<file path="src/rtl/draw_block_pipe.sv">
// Pipelined playfield block renderer: counters -> block-memory address -> pixel colour,
// with a blinking white flash on the most recently hit cell. Fixed 3-cycle latency.
module draw_block_pipe #(
    parameter int unsigned LEFT         = 160,
    parameter int unsigned TOP          = 0,
    parameter int unsigned COLS         = 10,
    parameter int unsigned ROWS         = 30,
    parameter int unsigned CELL_W       = 32,
    parameter int unsigned CELL_H       = 16,
    parameter int unsigned COL_W        = 5,
    parameter int unsigned ROW_W        = 5,
    parameter int unsigned FLASH_FRAMES = 8
) (
    input  logic             clk,
    input  logic             rst_n,
    input  logic [11:0]      hcounter,
    input  logic [10:0]      vcounter,
    input  logic             frame_start,
    input  logic             hit_valid,
    input  logic [ROW_W-1:0] hit_row,
    input  logic [COL_W-1:0] hit_col,
    output logic [ROW_W-1:0] sel_row,
    output logic [COL_W-1:0] sel_col,
    input  logic [2:0]       block,
    output logic [3:0]       out
);

    localparam int unsigned IW = $clog2(CELL_W);
    localparam int unsigned JW = $clog2(CELL_H);
    localparam int unsigned Q  = CELL_W / 4;

    localparam logic [11:0]   H_LO   = 12'(LEFT);
    localparam logic [11:0]   H_SPAN = 12'(COLS * CELL_W);
    localparam logic [10:0]   V_LO   = 11'(TOP);
    localparam logic [10:0]   V_SPAN = 11'(ROWS * CELL_H);
    localparam logic [IW-1:0] I_Q    = IW'(Q);
    localparam logic [IW-1:0] I_Q3   = IW'(3 * Q - 1);
    localparam logic [IW-1:0] I_MAX  = IW'(CELL_W - 1);
    localparam logic [JW-1:0] J_MAX  = JW'(CELL_H - 1);
    localparam logic [7:0]    FLASH_LOAD = 8'(FLASH_FRAMES);

    typedef enum logic [0:0] {IDLE = 1'b0, FLASH = 1'b1} flash_state_t;

    logic [11:0]      h_off;
    logic [10:0]      v_off;
    logic             in_range;
    logic [ROW_W-1:0] row_d;
    logic [COL_W-1:0] col_d;

    logic [ROW_W-1:0] sel_row_q, s2_row_q;
    logic [COL_W-1:0] sel_col_q, s2_col_q;
    logic             s1_range_q, s2_range_q;
    logic [IW-1:0]    s1_i_q, s2_i_q;
    logic [JW-1:0]    s1_j_q, s2_j_q;
    logic [3:0]       out_q, out_d;

    flash_state_t     state_q, state_d;
    logic [7:0]       flash_cnt_q, flash_cnt_d;
    logic [ROW_W-1:0] flash_row_q, flash_row_d;
    logic [COL_W-1:0] flash_col_q, flash_col_d;
    logic             flash_hit;

    // Unsigned wrap makes a single compare cover both bounds of each axis.
    always_comb begin
        h_off    = hcounter - H_LO;
        v_off    = vcounter - V_LO;
        in_range = (h_off < H_SPAN) && (v_off < V_SPAN);
        row_d    = in_range ? ROW_W'(v_off >> JW) : '0;
        col_d    = in_range ? COL_W'(h_off >> IW) : '0;
    end

    always_ff @(posedge clk or negedge rst_n) begin
        if (!rst_n) begin
            sel_row_q  <= '0;
            sel_col_q  <= '0;
            s1_range_q <= 1'b0;
            s1_i_q     <= '0;
            s1_j_q     <= '0;
            s2_row_q   <= '0;
            s2_col_q   <= '0;
            s2_range_q <= 1'b0;
            s2_i_q     <= '0;
            s2_j_q     <= '0;
            out_q      <= '0;
        end else begin
            sel_row_q  <= row_d;
            sel_col_q  <= col_d;
            s1_range_q <= in_range;
            s1_i_q     <= h_off[IW-1:0];
            s1_j_q     <= v_off[JW-1:0];
            s2_row_q   <= sel_row_q;
            s2_col_q   <= sel_col_q;
            s2_range_q <= s1_range_q;
            s2_i_q     <= s1_i_q;
            s2_j_q     <= s1_j_q;
            out_q      <= out_d;
        end
    end

    assign flash_hit = s2_range_q && flash_cnt_q[0] &&
                       (s2_row_q == flash_row_q) && (s2_col_q == flash_col_q);

    // Stage 3 colour: block code arrives from memory while stage-2 context is current.
    always_comb begin
        out_d = 4'b0000;
        if (s2_range_q && block != 3'd0) begin
            if (!block[2]) begin
                if (s2_i_q == I_Q || s2_i_q == I_Q3) begin
                    out_d = 4'b1000;
                end else if (s2_i_q > I_Q && s2_i_q < I_Q3) begin
                    if (s2_j_q == '0 || s2_j_q == J_MAX) begin
                        out_d = 4'b1000;
                    end else begin
                        case (block[1:0])
                            2'd1:    out_d = 4'b1100;
                            2'd2:    out_d = 4'b1110;
                            default: out_d = 4'b1101;
                        endcase
                    end
                end
            end else if (s2_i_q == '0 || s2_i_q == I_MAX ||
                         s2_j_q == '0 || s2_j_q == J_MAX) begin
                out_d = 4'b1000;
            end else begin
                case (block[1:0])
                    2'd0:    out_d = 4'b1001;
                    2'd1:    out_d = 4'b1011;
                    2'd2:    out_d = 4'b1010;
                    default: out_d = 4'b1111;
                endcase
            end
        end
        if (flash_hit) begin
            out_d = 4'b1111;
        end
    end

    always_ff @(posedge clk or negedge rst_n) begin
        if (!rst_n) begin
            state_q     <= IDLE;
            flash_cnt_q <= '0;
            flash_row_q <= '0;
            flash_col_q <= '0;
        end else begin
            state_q     <= state_d;
            flash_cnt_q <= flash_cnt_d;
            flash_row_q <= flash_row_d;
            flash_col_q <= flash_col_d;
        end
    end

    // A hit always reloads and wins over a coincident frame_start.
    always_comb begin
        state_d     = state_q;
        flash_cnt_d = flash_cnt_q;
        flash_row_d = flash_row_q;
        flash_col_d = flash_col_q;
        if (hit_valid) begin
            flash_cnt_d = FLASH_LOAD;
            flash_row_d = hit_row;
            flash_col_d = hit_col;
            state_d     = FLASH;
        end else if (state_q == FLASH && frame_start) begin
            flash_cnt_d = flash_cnt_q - 8'd1;
            state_d     = (flash_cnt_q == 8'd1) ? IDLE : FLASH;
        end
    end

    assign sel_row = sel_row_q;
    assign sel_col = sel_col_q;
    assign out     = out_q;

endmodule

</file>
<file path="config.mk">
export PLATFORM = sky130hd
export DESIGN_NAME = draw_block_pipe
export DESIGN_NICKNAME = d
export VERILOG_FILES = /design/src/rtl/draw_block_pipe.sv
export SDC_FILE = /design/constraint.sdc
export NUM_CORES = 1
export LEC_CHECK = 0
export CORE_UTILIZATION = 47
export CTS_BUF_LIST = sky130_fd_sc_hd__clkbuf_2
export DETAILED_ROUTE_END_ITERATION = 8
export MAX_ROUTING_LAYER = met4
export PLACE_DENSITY = 0.75
export SKIP_CTS_REPAIR_TIMING = 1
export SLEW_MARGIN = 20
export SYNTH_ARGS = -nofsm -noshare
export SYNTH_HDL_FRONTEND = slang
export SYNTH_SLANG_ARGS = --single-unit
export TNS_END_PERCENT = 1
</file>
<file path="constraint.sdc">
create_clock -name clk -period 1.42 [get_ports clk]
set_input_delay 0.142 -clock clk [delete_from_list [all_inputs] [get_ports clk]]
set_output_delay 0.142 -clock clk [all_outputs]
set_load 0.01 [all_outputs]
</file>
After elaboration in Yosys (flattened, before gate mapping) --
Index checks and enable logic that the tools add are counted.
Word-level totals: bits of input ports 40, output and inout bits 14, register bits after elaboration 63
Operators by class: reductions and logical operators 17, $add $sub $neg 2, equality and inequality tests 9, $lt $le $gt $ge 4, muxes and demuxes 16
Operators by type and width (number):
- 4-bit two-way mux | 5
- 8-bit two-way mux | 2
- 12-bit by 9-bit less-than comparator with 1-bit output (second input constant) | 1
- 12-bit by 8-bit subtractor with 12-bit output (second input constant) | 1
- 11-bit by 9-bit less-than comparator with 1-bit output (second input constant) | 1
- 5-bit equality test | 2
- 5-bit equality test (second input constant) | 2
- 5-bit two-way mux | 2
- 3-bit one-hot mux with 3 select lines | 1
- 8-bit by 1-bit equality test with 1-bit output (second input constant) | 1
- 8-bit by 1-bit subtractor with 8-bit output (second input constant) | 1
- 1-bit logical AND | 7
- 3-bit two-way mux | 2
- 5-bit by 4-bit equality test with 1-bit output (second input constant) | 1
- 5-bit by 4-bit > comparator with 1-bit output (second input constant) | 1
- 5-bit logical NOT | 1
- 1-bit logical OR | 5
- 5-bit less-than comparator (second input constant) | 1
- 4-bit equality test (second input constant) | 1
- 4-bit logical NOT | 1
- 2-bit one-hot mux with 2 select lines | 1
- 1-bit two-way mux | 3
- 3-bit nonzero test | 1
- 2-bit by 1-bit equality test with 1-bit output (second input constant) | 1
- 3 further kinds | 3

Depth between registers and ports, before layout --
Gate-level depths: netlist of run 1.
depth after elaboration 8, depth in mapped cells 6, depth with buffers taken out 6

Least setup slack after synthesis of run 1 --
Ideal clock, no wire load.
path type reg2reg, start point reg flash_cnt_q[4], end point reg flash_cnt_q[7], data arrival time 1.382 ns, slack -0.093 ns, stages on the path, launching flop included 5, path through dfrtp_1 or4_4 nor4b_4 xnor2_1 nor2_1
Between the ends: longest elaborated chain between the ends 3
Ends and longest elaborated chain:
- from (decl) | RTL line 58 | logic [7:0] flash_cnt_q, flash_cnt_d;
- from (signal assigned) | RTL line 146 | flash_cnt_q <= flash_cnt_d;
- 8-bit by 1-bit subtractor with 8-bit output | RTL line 164 | flash_cnt_d = flash_cnt_q - 8'd1;
- 8-bit two-way mux | RTL line 163 | end else if (state_q == FLASH && frame_start) begin
- 8-bit two-way mux | RTL line 158 | if (hit_valid) begin
No other way between the ends. The select of a mux whose other input is x is not followed. A chain may end at the register's enable or synchronous reset.

Worst setup path in the final report of run 1 --
start point reg flash_cnt_q[3], end point reg flash_cnt_q[7]
The elaborated chain is that of the path after synthesis.

==> metrics.md, run 1 <==
| Metric | Value |
|---|---|
| Largest stage delay on the critical path | `between 0.5 and 0.6 ns` |
| Maximum vdd drop | `roughly 0.00068 V` |
| CP top delay family | `simple AND/OR/NAND/NOR gates` |
| Post-synth EDFFs | `0` |
| Largest net degree at the start of global routing | `64` |
| Height of the die | `74.0 um` |
| Mean post-synth cell area | `around 13 um^2` |
| Largest Register | `flash_cnt_q` |
| Global route overflow | `0` |
| Layout cells sized above 1 | `about a fifth` |
| Sequential power share | `around half` |
| Overall power | `about 3700 uW` |
| Internal power | `2780 uW` |
| Post-Synthesis Cells | `approximately 190` |
| Setup WS post-layout | `-0.166 ns` |
| DP HPWL | `3130 um` |
| Worst Path Class, Setup | `reg -> reg` |
| Reg2reg end | `flash_cnt_q[7]` |
| Fin util | `about 71%` |
| Clk pin slew, worst setup/hold paths | `about 0.19 ns` |
| PD cells | `1080 mW/mm^2` |
| WL final | `around 4500 um` |
| Metal-1 WL | `1870 um` |
| Tmin final | `approximately 1.6 ns` |
| Iteration-0 DRC Markers | `73` |
| Yosys cell types | `36` |
| Max-cap violations | `0` |
| Pre-antenna DRT Iters | `4` |
| DRC viols | `0` |
| Antenna fix cells | `0` |
| Max Used Layer | `met4` |
| Final setup vio count | `6` |
| Hold_sp | `hcounter[0]` |
| Area Overhead vs Synth | `42.0%` |
| Post-route ant nets | `0` |
| RSZ-0062 raised after global routing | `true` |
| Sw Share | `about 26%` |
| I/O Pins | `54` |
| Cell row count | `25` |
| Syn_nets | `approximately 230` |
| Comb pwr share | `approximately an eighth` |
| Vias in the first global route | `1646` |
| Lkg Pwr | `0.00180 uW` |
| Routed vias/inst | `around 4.8` |
| Primary FF master, synth | `dfrtp_1` |
| Final GP Congestion | `~0.75` |
| R2R setup slack | `-0.17 ns` |
| Max Clk Rate | `approximately 630 MHz` |
| Crit end category | `flop` |
| Core area | `about 0.0048 mm^2` |
| Violated checks | `negative setup slack` |
| H-tree levels | `3` |
| Hold path cells | `1` |
| Worst r2r path cells | `4` |
| Bufs and invs on worst path | `0` |
| Clock skew | `approximately 0.017 ns` |
| Full die area | `0.00548 mm^2` |
| Synthesized flop and latch total | `63` |
| Mapped Area | `approximately 0.0024 mm^2` |
| Worst r2r src | `flash_cnt_q[3]` |
| Crit path launch | `flash_cnt_q[3]` |
| Clock power share | `35.0%` |
| Die Wd | `~74 um` |
| Critical path peak fanout | `4` |
| Final period utilization | `112%` |
| Hold worst-path end | `s1_i_q[0]` |
| Inst Count DP | `around 320` |
| IO Port Bufs | `53` |
| First-pass GRT wire length | `approximately 7300 um` |
| Clock Tree Root | `clkbuf_2` |
| Met2 wire length | `roughly 2200 um` |
| Starting Density | `between 50% and 60%` |
| CP Data Required Time | `1.81 ns` |
| Total GRT Usage | `around a fifth` |
| Final #Nets | `~320` |
| Sequential fraction of the synthesis area | `about two thirds` |
| Net Switching | `around 960 uW` |
| Max FFs per register | `8` |
| Routed vias | `about 1600` |
| Worst skew pair latency | `just under 0.5 ns` |
| Clk sink count | `63` |
| Layout Cells excl Fill | `~340` |
| Setup crit start kind | `flop` |
| Setup_tns | `-0.510 ns` |
| Initial antenna violation count | `0` |
| Worst-path cell chain | `or4_4 > nor4b_4 > xnor2_1 > nor2_1` |
| WP data arrival | `1.97 ns` |
| HP Class | `in -> reg` |
| Clk buf depth | `2` |
| WL/cell | `~13 um` |
| Outcome | `complete, but fails checks` |
| CTS tree | `yes` |
| CTS buffer count | `9` |
| CP max-delay cell | `or4_4` |
| Synth warnings | `0` |
| Worst hold margin | `roughly 0.057 ns` |
| Pins over their slew limit | `0` |
| Asr flop ratio synth | `100%` |
| Final Hold Fails | `0` |
| WL met3 | `between 200 and 300 um` |
==> per-layer routing <==
| layer | vias to the layer above | global-route usage [%] |
|---|---|---|
| met3 | 5 | 7.99 |
| met2 | 44 | 29.7 |
| met4 | 0 | 8.97 |
| met1 | 781 | 22.0 |
| met5 | - | - |
| li1 | 819 | - |
==> power by group through the flow <==
stage | clock (uW) | sequential, uW | combinational, uW
floorplan | 0 | 1970 | 198
global placement | 0 | 1970 | 467
detailed placement | 0 | 1970 | 479
CTS | 1340 | 1940 | 481
global route | 1420 | 1950 | 542
finish | 1310 | 1940 | 489
==> worst max path at each step <==
stage / to / slack, ns / cells after the start
floorplan: flash_cnt_q[7] / -0.08 / 4
global placement: sel_col[0] / -0.42 / 7
detailed placement: sel_col[3] / -0.50 / 7
CTS: flash_cnt_q[7] / -0.24 / 4
global route: flash_cnt_q[7] / -0.22 / 4
finish: flash_cnt_q[7] / -0.17 / 4
==> cell usage in the layout, fill, tap and decap left out, types with 2 or more instances in the layout <==
cell             instances
nor2_1                  14
nor3_1                   6
o41ai_1                  2
clkdlybuf4s50_1         38
buf_4                   18
inv_1                    8
clkbuf_2                 9
bufinv_16                2
inv_6                    2
or4_4                    2
nand3_1                  2
dfrtp_1                 63
nand4_1                  2
nand2_1                 10
xor2_1                  12
o21ai_0                  4
a21oi_1                  2
dlymetal6s2s_1          14
mux2_2                  10
nor4_1                   5
dlygate4sd3_1            4
clkinv_4                 3
xnor2_1                  6
ha_1                     8
nor3_2                   2
nand2b_1                 5
buf_12                   2
o221ai_1                 2
==> layout make-up <==
cell class / instances / area (um^2)
flip-flops and latches: 63 / 1580
fillers: 345 / 1390
multi-input cells: 112 / 846
repair buffers: 77 / 776
clock inverters: 7 / 104
well taps: 67 / 83.8
clock buffers: 9 / 45.0
inverters: 8 / 30.0
==> logic make-up after synthesis <==
logic type | count (synthesis) | synth area share (%)
muxes | 10 | 4.62
xor gates and xnor gates | 18 | 6.47
DFF | 63 | 64.7
other | 1 | 0.154
buffers and inverters | 10 | 1.54
adders and majority gates | 8 | 4.11
AOI/OAI and AO/OA | 18 | 5.49
and+or+nand+nor | 57 | 12.9
==> synthesized netlist by cell type, types with 2 or more instances <==
library cell / n / area, um^2
ha_1: 8 / 100
a21oi_1: 3 / 15.0
nand2_1: 10 / 37.5
nor4_1: 5 / 31.3
nand3_1: 2 / 10.0
clkbuf_1: 2 / 7.51
nand2b_1: 5 / 31.3
nor3_1: 8 / 40.0
xor2_1: 12 / 105
nor2_1: 14 / 52.6
nand4_1: 2 / 12.5
o21ai_0: 5 / 25.0
o221ai_1: 2 / 17.5
o41ai_1: 2 / 17.5
xnor2_1: 6 / 52.6
inv_1: 8 / 30.0
dfrtp_1: 63 / 1580
mux2_2: 10 / 113
==> per-stage QoR <==
step / worst slack (ns) / instance area (um^2)
after floorplan: -0.0817 / 2440
after global placement: -0.417 / 3210
after detailed placement: -0.504 / 3210
after CTS: -0.238 / 3360
after global routing: -0.215 / 3460
final: -0.166 / 3460
Note: power is estimated with default switching activity, not from simulation.
==> run 2, diff against run 1 <==
--- a/config.mk
+++ b/config.mk
@@ -8,9 +8,11 @@
 export CORE_UTILIZATION = 47
 export CTS_BUF_LIST = sky130_fd_sc_hd__clkbuf_2
 export DETAILED_ROUTE_END_ITERATION = 8
+export GPL_ROUTABILITY_DRIVEN = 0
 export MAX_ROUTING_LAYER = met4
 export PLACE_DENSITY = 0.75
 export SKIP_CTS_REPAIR_TIMING = 1
+export SKIP_LAST_GASP = 1
 export SLEW_MARGIN = 20
 export SYNTH_ARGS = -nofsm -noshare
 export SYNTH_HDL_FRONTEND = slang
==> metrics.md, run 2 (synthesis results as in run 1) <==
| Metric | Value |
|---|---|
| Outcome | `complete, but fails checks` |
| Violated checks | `negative setup slack` |
| Final setup vio count | `20` |
| Clock Tree Root | `clkbuf_2` |
| Setup crit start kind | `flop` |
| Largest Register | `flash_cnt_q` |
| Most common cell after layout, fill and taps aside | `dfrtp_1` |
| WP data arrival | `between 2 and 2.5 ns` |
| Final Hold Fails | `0` |
| Largest stage delay on the critical path | `0.58 ns` |
| Maximum vdd drop | `roughly 0.00067 V` |
| CP top delay family | `simple AND/OR/NAND/NOR gates` |
| Critical path peak fanout | `4` |
| Lkg Pwr | `0.00156 uW` |
| Layout Cell Area excl Fill | `about 0.0034 mm^2` |
| Max FFs per register | `8` |
| CTS tree | `yes` |
| Vias in the first global route | `approximately 1600` |
| WL final | `about 4400 um` |
| CTS buffer count | `9` |
| Antenna fix cells | `0` |
| Starting Density | `50.3%` |
| CP max-delay cell | `or4_4` |
| Pins over their slew limit | `0` |
| Largest net degree at the start of global routing | `64` |
| Global route overflow | `0` |
| Height of the die | `about 74 um` |
| Bufs and invs on worst path | `0` |
| Iteration-0 DRC Markers | `71` |
| I/O Pins | `54` |
| First-pass GRT wire length | `around 7300 um` |
| Worst skew pair latency | `about 0.49 ns` |
| H-tree levels | `3` |
| Core area | `between 0.004 and 0.005 mm^2` |
| Full die area | `roughly 0.0055 mm^2` |
| PD cells | `1090 mW/mm^2` |
| Most frequent cells in the layout | `dfrtp_1, clkdlybuf4s50_1, buf_4` |
| Routed vias/inst | `4.85` |
| Clk sink count | `63` |
| Pre-antenna DRT Iters | `4` |
| Die Wd | `roughly 74 um` |
| WL/cell | `roughly 13 um` |
| Final #Nets | `about 320` |
| Total GRT Usage | `around a fifth` |
| Max Clk Rate | `a little over 600 MHz` |
| Overall power | `approximately 3700 uW` |
| Crit end category | `flop` |
| Post-Place Cell Area | `0.00321 mm^2` |
| CP Data Required Time | `between 1.5 and 2 ns` |
| Post-route ant nets | `0` |
| Final period utilization | `113%` |
| Initial antenna violation count | `0` |
| DRC viols | `0` |
| HP Class | `in -> reg` |
| Clock skew | `0.0175 ns` |
| IO Port Bufs | `53` |
| Worst-path cell chain | `or4_4 > or3_1 > a21oi_1` |
| RSZ-0062 raised after global routing | `true` |
| Area Overhead vs Synth | `39.7%` |
| DP HPWL | `between 3000 and 4000 um` |
| Layout cells sized above 1 | `18.5%` |
| Max-cap violations | `0` |
| Clk pin slew, worst setup/hold paths | `about 0.19 ns` |
| Routed vias | `~1700` |
| Tmin final | `1.61 ns` |
| Clk buf depth | `2` |
| Setup WS post-layout | `-0.187 ns` |
| Cell row count | `25` |
| Worst Path Class, Setup | `reg -> reg` |
## run 2: cell types whose count changed in the layout (fill, tap and decap cells not counted)
cell	previous run	this run
or3_4	1	0
or3_1	0	1
clkdlybuf4s50_1	38	51
o21ai_0	4	5
o21ai_1	1	0
or4_1	0	1
nor3_2	2	0
a21oi_1	2	3
dlymetal6s2s_1	14	1
a21oi_2	1	0
or4_4	2	1
nor3_1	6	8
## run 2: final cells by class
cell class,count,area [um^2]
clock buffer,9,45.0
fill,359,1440
inverter,8,30.0
sequential,63,1580
multi-input combinational,112,823
tap,67,83.8
clock inverter,7,104
timing repair buffer,77,743
## run 2: routing by layer
metal	GRT usage, %	up-vias	routed length, um
li1	-	821	-
met1	22.0	785	1840
met4	8.97	0	63
met5	-	-	0
met2	29.7	54	2210
met3	7.99	5	302
## run 2: path summary, 6_finish.rpt
| kind | start | endpoint | slack (ns) | depth (start not counted) |
|---|---|---|---|---|
| max in group asynchronous | rst_n | flash_col_q[3] | 0.97 | 3 |
| setup / recovery | flash_cnt_q[5] | flash_cnt_q[6] | -0.19 | 3 |
| setup reg to reg | flash_cnt_q[5] | flash_cnt_q[6] | -0.19 | 3 |
| hold / removal | hcounter[0] | s1_i_q[0] | 0.06 | 1 |
| min in group asynchronous | rst_n | flash_cnt_q[0] | 0.16 | 3 |
| hold reg to reg | s1_range_q | s2_range_q | 0.37 | 0 |
## run 2: power breakdown
group | leakage (uW) | switching (uW) | internal (uW)
clock network | 0.0000871 | 698 | 605
logic | 0.000677 | 197 | 287
registers | 0.000797 | 56.2 | 1880
## run 2: stage by stage
stage	hold slack [ns]	utilization, %	worst slack, ns	instances	setup TNS [ns]
after detailed placement	0.177	66.3	-0.504	323	-5.20
final	0.0599	70.2	-0.187	343	-2.35
after global placement	0.173	66.3	-0.417	323	-4.41
after floorplan	-0.154	-	-0.0817	185	-0.172
after global routing	0.00270	70.2	-0.263	343	-4.66
after CTS	-0.409	69.4	-0.238	339	-3.34
